--- src/rtl/dot_prod_host.sv ---
// Host-side driver for the dot-product kernel: loads operand pairs into the kernel arrays,
// kicks the kernel, waits for completion (with a watchdog) and returns the result.
module dot_prod_host #(
   parameter int DEPTH   = 1000,
   parameter int ADDR_W  = 10,
   parameter int DATA_W  = 27,
   parameter int RES_W   = 64,
   parameter int TIMEOUT = 8192
) (
   input  logic              clk,
   input  logic              rst_n,
   input  logic              start,
   input  logic [ADDR_W:0]   cfg_len,
   input  logic [RES_W-1:0]  cfg_acc,
   input  logic              in_valid,
   output logic              in_ready,
   input  logic [DATA_W-1:0] in_a,
   input  logic [DATA_W-1:0] in_b,
   output logic              res_valid,
   input  logic              res_ready,
   output logic [RES_W-1:0]  res_data,
   output logic              res_err,
   output logic              busy,
   output logic              cfg_err,
   output logic              k_r_enable,
   output logic [ADDR_W-1:0] k_init_i,
   output logic [RES_W-1:0]  k_init_acc,
   output logic              k_ctrl,
   output logic              k_wen_a,
   output logic              k_wen_b,
   output logic [ADDR_W-1:0] k_addr_a,
   output logic [ADDR_W-1:0] k_addr_b,
   output logic [DATA_W-1:0] k_wdata_a,
   output logic [DATA_W-1:0] k_wdata_b,
   input  logic              k_w_enable,
   input  logic [RES_W-1:0]  k_result
);

   // Handshakes: a beat transfers on any cycle where valid && ready are both high at the
   // rising clock edge; the producer holds valid and payload stable until that edge.

   localparam logic [2:0] S_IDLE = 3'd0;
   localparam logic [2:0] S_LOAD = 3'd1;
   localparam logic [2:0] S_KICK = 3'd2;
   localparam logic [2:0] S_RUN  = 3'd3;
   localparam logic [2:0] S_DONE = 3'd4;

   localparam int            WD_W    = $clog2(TIMEOUT + 1);
   localparam logic [WD_W-1:0] WD_LAST = WD_W'(TIMEOUT - 1);

   logic [2:0]        state;
   logic [ADDR_W-1:0] base;
   logic [ADDR_W-1:0] wr_ptr;
   logic [ADDR_W:0]   beats_left;
   logic [RES_W-1:0]  acc;
   logic [WD_W-1:0]   wd_cnt;
   logic              run_first;
   logic              beat;
   logic [ADDR_W:0]   depth_n;
   logic [ADDR_W:0]   base_calc;

   // Data is packed against the top of the array so the kernel's i==DEPTH bound stops after n terms.
   assign depth_n   = (ADDR_W + 1)'(DEPTH);
   assign base_calc = depth_n - cfg_len;

   assign in_ready   = (state == S_LOAD);
   assign beat       = in_ready & in_valid;
   assign k_ctrl     = (state == S_LOAD) || (state == S_KICK);
   assign k_r_enable = (state == S_KICK);
   assign k_init_i   = (state == S_KICK) ? base : '0;
   assign k_init_acc = (state == S_KICK) ? acc : '0;
   assign res_valid  = (state == S_DONE);
   assign busy       = (state != S_IDLE);

   always_ff @(posedge clk or negedge rst_n) begin
      if (!rst_n) begin
         state      <= S_IDLE;
         base       <= '0;
         wr_ptr     <= '0;
         beats_left <= '0;
         acc        <= '0;
         wd_cnt     <= '0;
         run_first  <= 1'b0;
         res_data   <= '0;
         res_err    <= 1'b0;
         cfg_err    <= 1'b0;
         k_wen_a    <= 1'b0;
         k_wen_b    <= 1'b0;
         k_addr_a   <= '0;
         k_addr_b   <= '0;
         k_wdata_a  <= '0;
         k_wdata_b  <= '0;
      end else begin
         cfg_err <= 1'b0;
         k_wen_a <= 1'b0;
         k_wen_b <= 1'b0;
         case (state)
            S_IDLE: begin
               if (start) begin
                  if (cfg_len > depth_n) begin
                     cfg_err <= 1'b1;
                  end else if (cfg_len == '0) begin
                     res_data <= cfg_acc;
                     res_err  <= 1'b0;
                     state    <= S_DONE;
                  end else begin
                     beats_left <= cfg_len;
                     base       <= base_calc[ADDR_W-1:0];
                     wr_ptr     <= base_calc[ADDR_W-1:0];
                     acc        <= cfg_acc;
                     state      <= S_LOAD;
                  end
               end
            end
            S_LOAD: begin
               if (beat) begin
                  k_wen_a    <= 1'b1;
                  k_wen_b    <= 1'b1;
                  k_addr_a   <= wr_ptr;
                  k_addr_b   <= wr_ptr;
                  k_wdata_a  <= in_a;
                  k_wdata_b  <= in_b;
                  wr_ptr     <= wr_ptr + ADDR_W'(1);
                  beats_left <= beats_left - (ADDR_W + 1)'(1);
                  if (beats_left == (ADDR_W + 1)'(1)) state <= S_KICK;
               end
            end
            S_KICK: begin
               wd_cnt    <= '0;
               run_first <= 1'b1;
               state     <= S_RUN;
            end
            S_RUN: begin
               // The kernel's done flag is stale in the first RUN cycle, so it is not trusted there.
               run_first <= 1'b0;
               wd_cnt    <= wd_cnt + WD_W'(1);
               if (k_w_enable && !run_first) begin
                  res_data <= k_result;
                  res_err  <= 1'b0;
                  state    <= S_DONE;
               end else if (wd_cnt == WD_LAST) begin
                  res_data <= '0;
                  res_err  <= 1'b1;
                  state    <= S_DONE;
               end
            end
            S_DONE: begin
               if (res_ready) state <= S_IDLE;
            end
            default: state <= S_IDLE;
         endcase
      end
   end

endmodule

--- config.mk ---
export PLATFORM = sky130hd
export DESIGN_NAME = dot_prod_host
export DESIGN_NICKNAME = d
export VERILOG_FILES = /design/src/rtl/dot_prod_host.sv
export SDC_FILE = /design/constraint.sdc
export NUM_CORES = 1
export LEC_CHECK = 0
export ABC_AREA = 0
export BUFFER_PORTS_ARGS = -buffer_cell sky130_fd_sc_hd__buf_4
export CAP_MARGIN = 20
export CORE_ASPECT_RATIO = 1.1
export CORE_MARGIN = 4
export CORE_UTILIZATION = 35
export CTS_BUF_LIST = sky130_fd_sc_hd__clkbuf_16
export CTS_CLUSTER_SIZE = 24
export DETAILED_ROUTE_END_ITERATION = 10
export GPL_TIMING_DRIVEN = 0
export PLACE_DENSITY_LB_ADDON = 0.2
export REMOVE_ABC_BUFFERS = 1
export SYNTH_ARGS = -nofsm -noshare
export SYNTH_HDL_FRONTEND = slang
export SYNTH_SLANG_ARGS = --single-unit
export TNS_END_PERCENT = 10
--- constraint.sdc ---
create_clock -name clk -period 2.6 [get_ports clk]
set_clock_uncertainty 0.2 [all_clocks]
set_input_delay 0.52 -clock clk [delete_from_list [all_inputs] [get_ports clk]]
set_output_delay 0.52 -clock clk [all_outputs]
set_load 0.05 [all_outputs]
==> out/results.md <==
| Quantity | Value | Unit |
|:---|:---|:---|
| Layout cells sized above 1 | 0.391 | - |
| CP max FO | 8 | - |
| Result of the run | complete, but fails checks | - |
| Cell total after placement | 1978 | - |
| Start point of the worst hold path | cfg_acc[42] | - |
| Die area | 36000 | um2 |
| RR Endpoint | acc[42] | - |
| Pins Over Slew Limit | 0 | - |
| Number of input and output port buffers inserted | 419 | - |
| Worst hold path class | in -> reg | - |
| Clock root buffer | clkbuf_16 | - |
| Die height | 199 | um |
| Via count | 11480 | - |
| Die Width | 181 | um |
| Final Hold Fails | 0 | - |
| Static Leak | 9.60 | nW |
| Yosys reg bits | 244 | - |
| Total setup violations reported at the end of the flow | 143 | - |
| Fill cell count | 2712 | - |
| Clock latency of the later-clocked register in the worst-skew pair | 0.55 | ns |
| Maximum number of buffers from clock root to sink | 3 | - |
| Internal power | 0.0115 | W |
| Category of the worst setup path launch point | flop | - |
| Normalized max-slew margin | 0.334 | - |
| Terminating pin of the worst hold path | acc[42] | - |
| Cell area power density | 1110 | nW/um2 |
| Power dissipated by switching net loads | 0.00938 | W |
| Average detailed-routed wire length per instance | 22.0 | um |
| Initial drt markers | 725 | - |
| Sequential element share of the synthesized area | 0.528 | - |
| Minimum setup slack in the final design | -0.162 | ns |
| Worst setup slack before clock tree synthesis | -2.02 | ns |
| CTS buffer count | 27 | - |
| Clock tree from TritonCTS | yes | - |
| Crit Path Category | reg -> reg | - |
| Clock network fraction of total power | 0.170 | - |
| Critical-path top delay cell | dfrtp_2 | - |
| Diode insertion count for antenna repair | 0 | - |
| Synth cell types | 55 | - |
| Via/cell ratio | 5.26 | - |
| Final clock period utilization by the worst path | 1.06 | - |
| Hold depth | 2 | - |
| Maximum number of pins on one net before global-route repair | 102 | - |
| Flop2flop setup slack | -0.16 | ns |
| Final antenna-violating net count | 0 | - |
| Post-Synthesis Mean Instance Area | 9.53 | um2 |
| Clk slew on worst S/H paths | 0.06 | ns |
| Final critical path time including I/O delays and setup | 2.76 | ns |
| Most instantiated flip-flop cell in the synthesis netlist | dfrtp_1 | - |
| Number of ports placed on the die boundary | 420 | - |
| Comb pwr share | 0.522 | - |
| Sequential cell fraction of total power | 0.308 | - |
| Number of rows created at floorplan | 69 | - |
| Clock sink count | 244 | - |
| Final layout net count | 1942 | - |
| Aggregate global-route resource usage | 0.243 | - |
| Cell Chain, Critical Path | or3_4 -> or2_4 -> a2111oi_4 -> buf_8 -> buf_12 -> buf_12 -> buf_12 -> buf_12 -> mux2_4 | - |
| Global-route wire length before repair | 69.1 | mm |
| Total detailed-routing wirelength | 48.0 | mm |
| Failing checks | setup timing | - |
| Critical Path Max Stage Delay | 0.45 | ns |
| Global placer's final weighted congestion | 0.864 | - |
| Core area | 32500 | um2 |
| Netlist area before placement | 11600 | um2 |
| Pre-antenna DRT Iters | 7 | - |
| Layout overhead on the synthesized area | 62.1 | % |
| Worst reg-to-reg path cell count | 9 | - |
| Cell repeated most along the worst path | buf_12 | - |
| Number of max-capacitance violations reported | 0 | - |
| Critical path endpoint category | flop | - |
| DRC violations left | 0 | - |
| Highest clock rate | 362 | MHz |
| CTS HTree Levels | 1 | - |
| GRT Residual Overflow | 0 | - |
| Overall Power | 0.0209 | W |
| Share of synthesized flip-flops with an asynchronous set or reset | 1.00 | - |
| Peak VDD IR | 766 | uV |
| Initial antenna violation count | 0 | - |
| Share of the core filled with cells in the final layout | 0.577 | - |
| Non-filler cells in the finished layout | 2181 | - |
| Actual transition at the worst max-transition pin | 0.973 | ns |
| Fraction of power spent switching nets | 0.450 | - |
| CP Data Required Time | 2.83 | ns |
| Unrepaired setup endpoints after global routing | true | - |
| Count of flip-flops with a built-in enable after synthesis | 0 | - |
| Synth Instances | 1212 | - |
| Via count of the first global-routing pass | 11841 | - |
| Reg-to-reg startpoint | state[0] | - |
| Total number of yosys warnings | 0 | - |
| Crit path arrival time | 2.99 | ns |
| DP Wirelength | 29.2 | mm |
| Initial standard-cell utilization of the core | 0.356 | - |
==> power by group through the flow <==
stage / registers, W / clock network, W / logic, W
2_1_floorplan: 0.00938 / 0 / 0.00286
3_5_place_dp: 0.00642 / 0 / 0.00927
3_3_place_gp: 0.00637 / 0 / 0.00891
5_1_grt: 0.00662 / 0.00378 / 0.0115
4_1_cts: 0.00638 / 0.00364 / 0.0105
6_report: 0.00643 / 0.00355 / 0.0109
==> synth_stat cells (2+ instances only) <==
library cell / n / area [um2]
nor4_1: 5 / 31.3
dfrtp_1: 244 / 6110
o31a_2: 2 / 20.0
buf_4: 13 / 97.6
a2bb2oi_1: 2 / 17.5
o211ai_1: 4 / 30.0
nor2b_1: 7 / 43.8
a21o_1: 2 / 15.0
o21ai_0: 38 / 190
nor2_1: 100 / 375
mux2i_1: 7 / 70.1
or4_2: 2 / 17.5
nand2_1: 220 / 826
ha_1: 5 / 62.6
mux2_2: 68 / 766
xor2_1: 4 / 35.0
o22a_1: 5 / 43.8
or3_1: 5 / 31.3
or3_2: 2 / 15.0
inv_1: 15 / 56.3
buf_1: 5 / 18.8
nor3_1: 16 / 80.1
a31oi_1: 5 / 31.3
a21oi_1: 88 / 440
a22oi_1: 67 / 503
buf_2: 13 / 65.1
nand2b_1: 3 / 18.8
and3_1: 142 / 888
nand3_1: 15 / 75.1
xnor2_1: 5 / 43.8
clkbuf_1: 75 / 282
and4_1: 2 / 17.5
nor3b_1: 3 / 22.5
a22o_1: 2 / 17.5
==> critical path: cells and delay by family, from the launching register on <==
family,cells,cell delay [ns]
compound gates,1,0.37
buf+inv,5,0.63
flops,1,0.45
mux,1,0.30
simple gates,2,0.70
==> what timing repair did <==
item / CTS / global route
gates cloned: 13 / 6
hold endpoints to repair: 126 / 0
hold buffers: 84 / 0
gates resized for setup: 110 / 132
endpoints found under the setup margin: 305 / 208
setup buffers: 25 / 30
pin swaps: 7 / 11
==> per-layer routing <==
metal,part of all wire,up-vias,track usage
met5,0,-,0
met4,0.044,0,0.113
met3,0.086,103,0.0702
met2,0.49,537,0.412
met1,0.38,5575,0.288
li1,-,5265,-
==> cell usage in the layout (no fill, tap or decap), drive strengths merged, types with 5 or more instances in the layout <==
cell / instances
o21ai: 38
a22oi: 67
clkbuf: 33
nor2: 100
a21oi: 88
nand2: 221
or3: 7
o22a: 5
nor3: 16
dlygate4sd3: 84
inv: 19
buf: 503
mux2: 68
ha: 5
xnor2: 5
and3: 142
mux2i: 7
clkinv: 12
nand2b: 5
nor4: 5
nor2b: 8
a31oi: 5
dfrtp: 244
nand3: 15
==> cell type report <==
class | count | area [um2] | share of cell area
clock buffers | 27 | 676 | 0.0361
clock inverters | 19 | 110 | 0.00588
inverters | 15 | 98.8 | 0.00528
multi-input cells | 851 | 5390 | 0.288
flip-flops and latches | 244 | 6110 | 0.326
well taps | 426 | 533 | 0.0285
repair buffers | 597 | 5790 | 0.309
repair inverters | 2 | 13.8 | 0.000735
==> logic make-up after synthesis <==
group | after synthesis | share of synthesized area
AOI/OAI and AO/OA | 230 | 0.126
xor gates and xnor gates | 9 | 0.00682
adders and majority gates | 5 | 0.00541
buffers and inverters | 122 | 0.0459
DFF | 244 | 0.528
muxes | 75 | 0.0723
and+or+nand+nor | 527 | 0.215
==> registers in the layout, indices dropped and copies added, names as in the netlist <==
| signal | cells |
|---|---|
| k_wdata_a | 27 |
| acc | 64 |
| k_addr_b | 10 |
| beats_left | 11 |
| run_first | 1 |
| wd_cnt | 14 |
| k_wen_b | 1 |
| cfg_err | 1 |
| k_wdata_b | 27 |
| res_data | 64 |
| res_err | 1 |
| base | 10 |
| wr_ptr | 10 |
| state | 3 |
==> how the worst max path moves through the flow <==
stage / depth (start not counted) / endpoint / slack [ns] / from
floorplan: 5 / res_data[0] / -5.85 / state[0]
global placement: 5 / res_data[7] / -17.19 / state[0]
detailed placement: 10 / beats_left[0] / -2.02 / state[0]
CTS: 9 / acc[42] / -0.26 / state[0]
global route: 9 / acc[1] / -0.23 / state[0]
finish: 9 / acc[42] / -0.16 / state[0]
==> metrics by stage <==
stage	hold WS [ns]	area [um2]	TNS [ns]
2_1_floorplan	0.0244	11100	-830.28
3_3_place_gp	0.259	14800	-2425.65
3_5_place_dp	0.232	15300	-230.82
4_1_cts	0.000122	17800	-23.27
5_1_grt	0.00748	18700	-23.08
6_report	0.0234	18700	-10.75
Power figures use the tool's default switching activity.
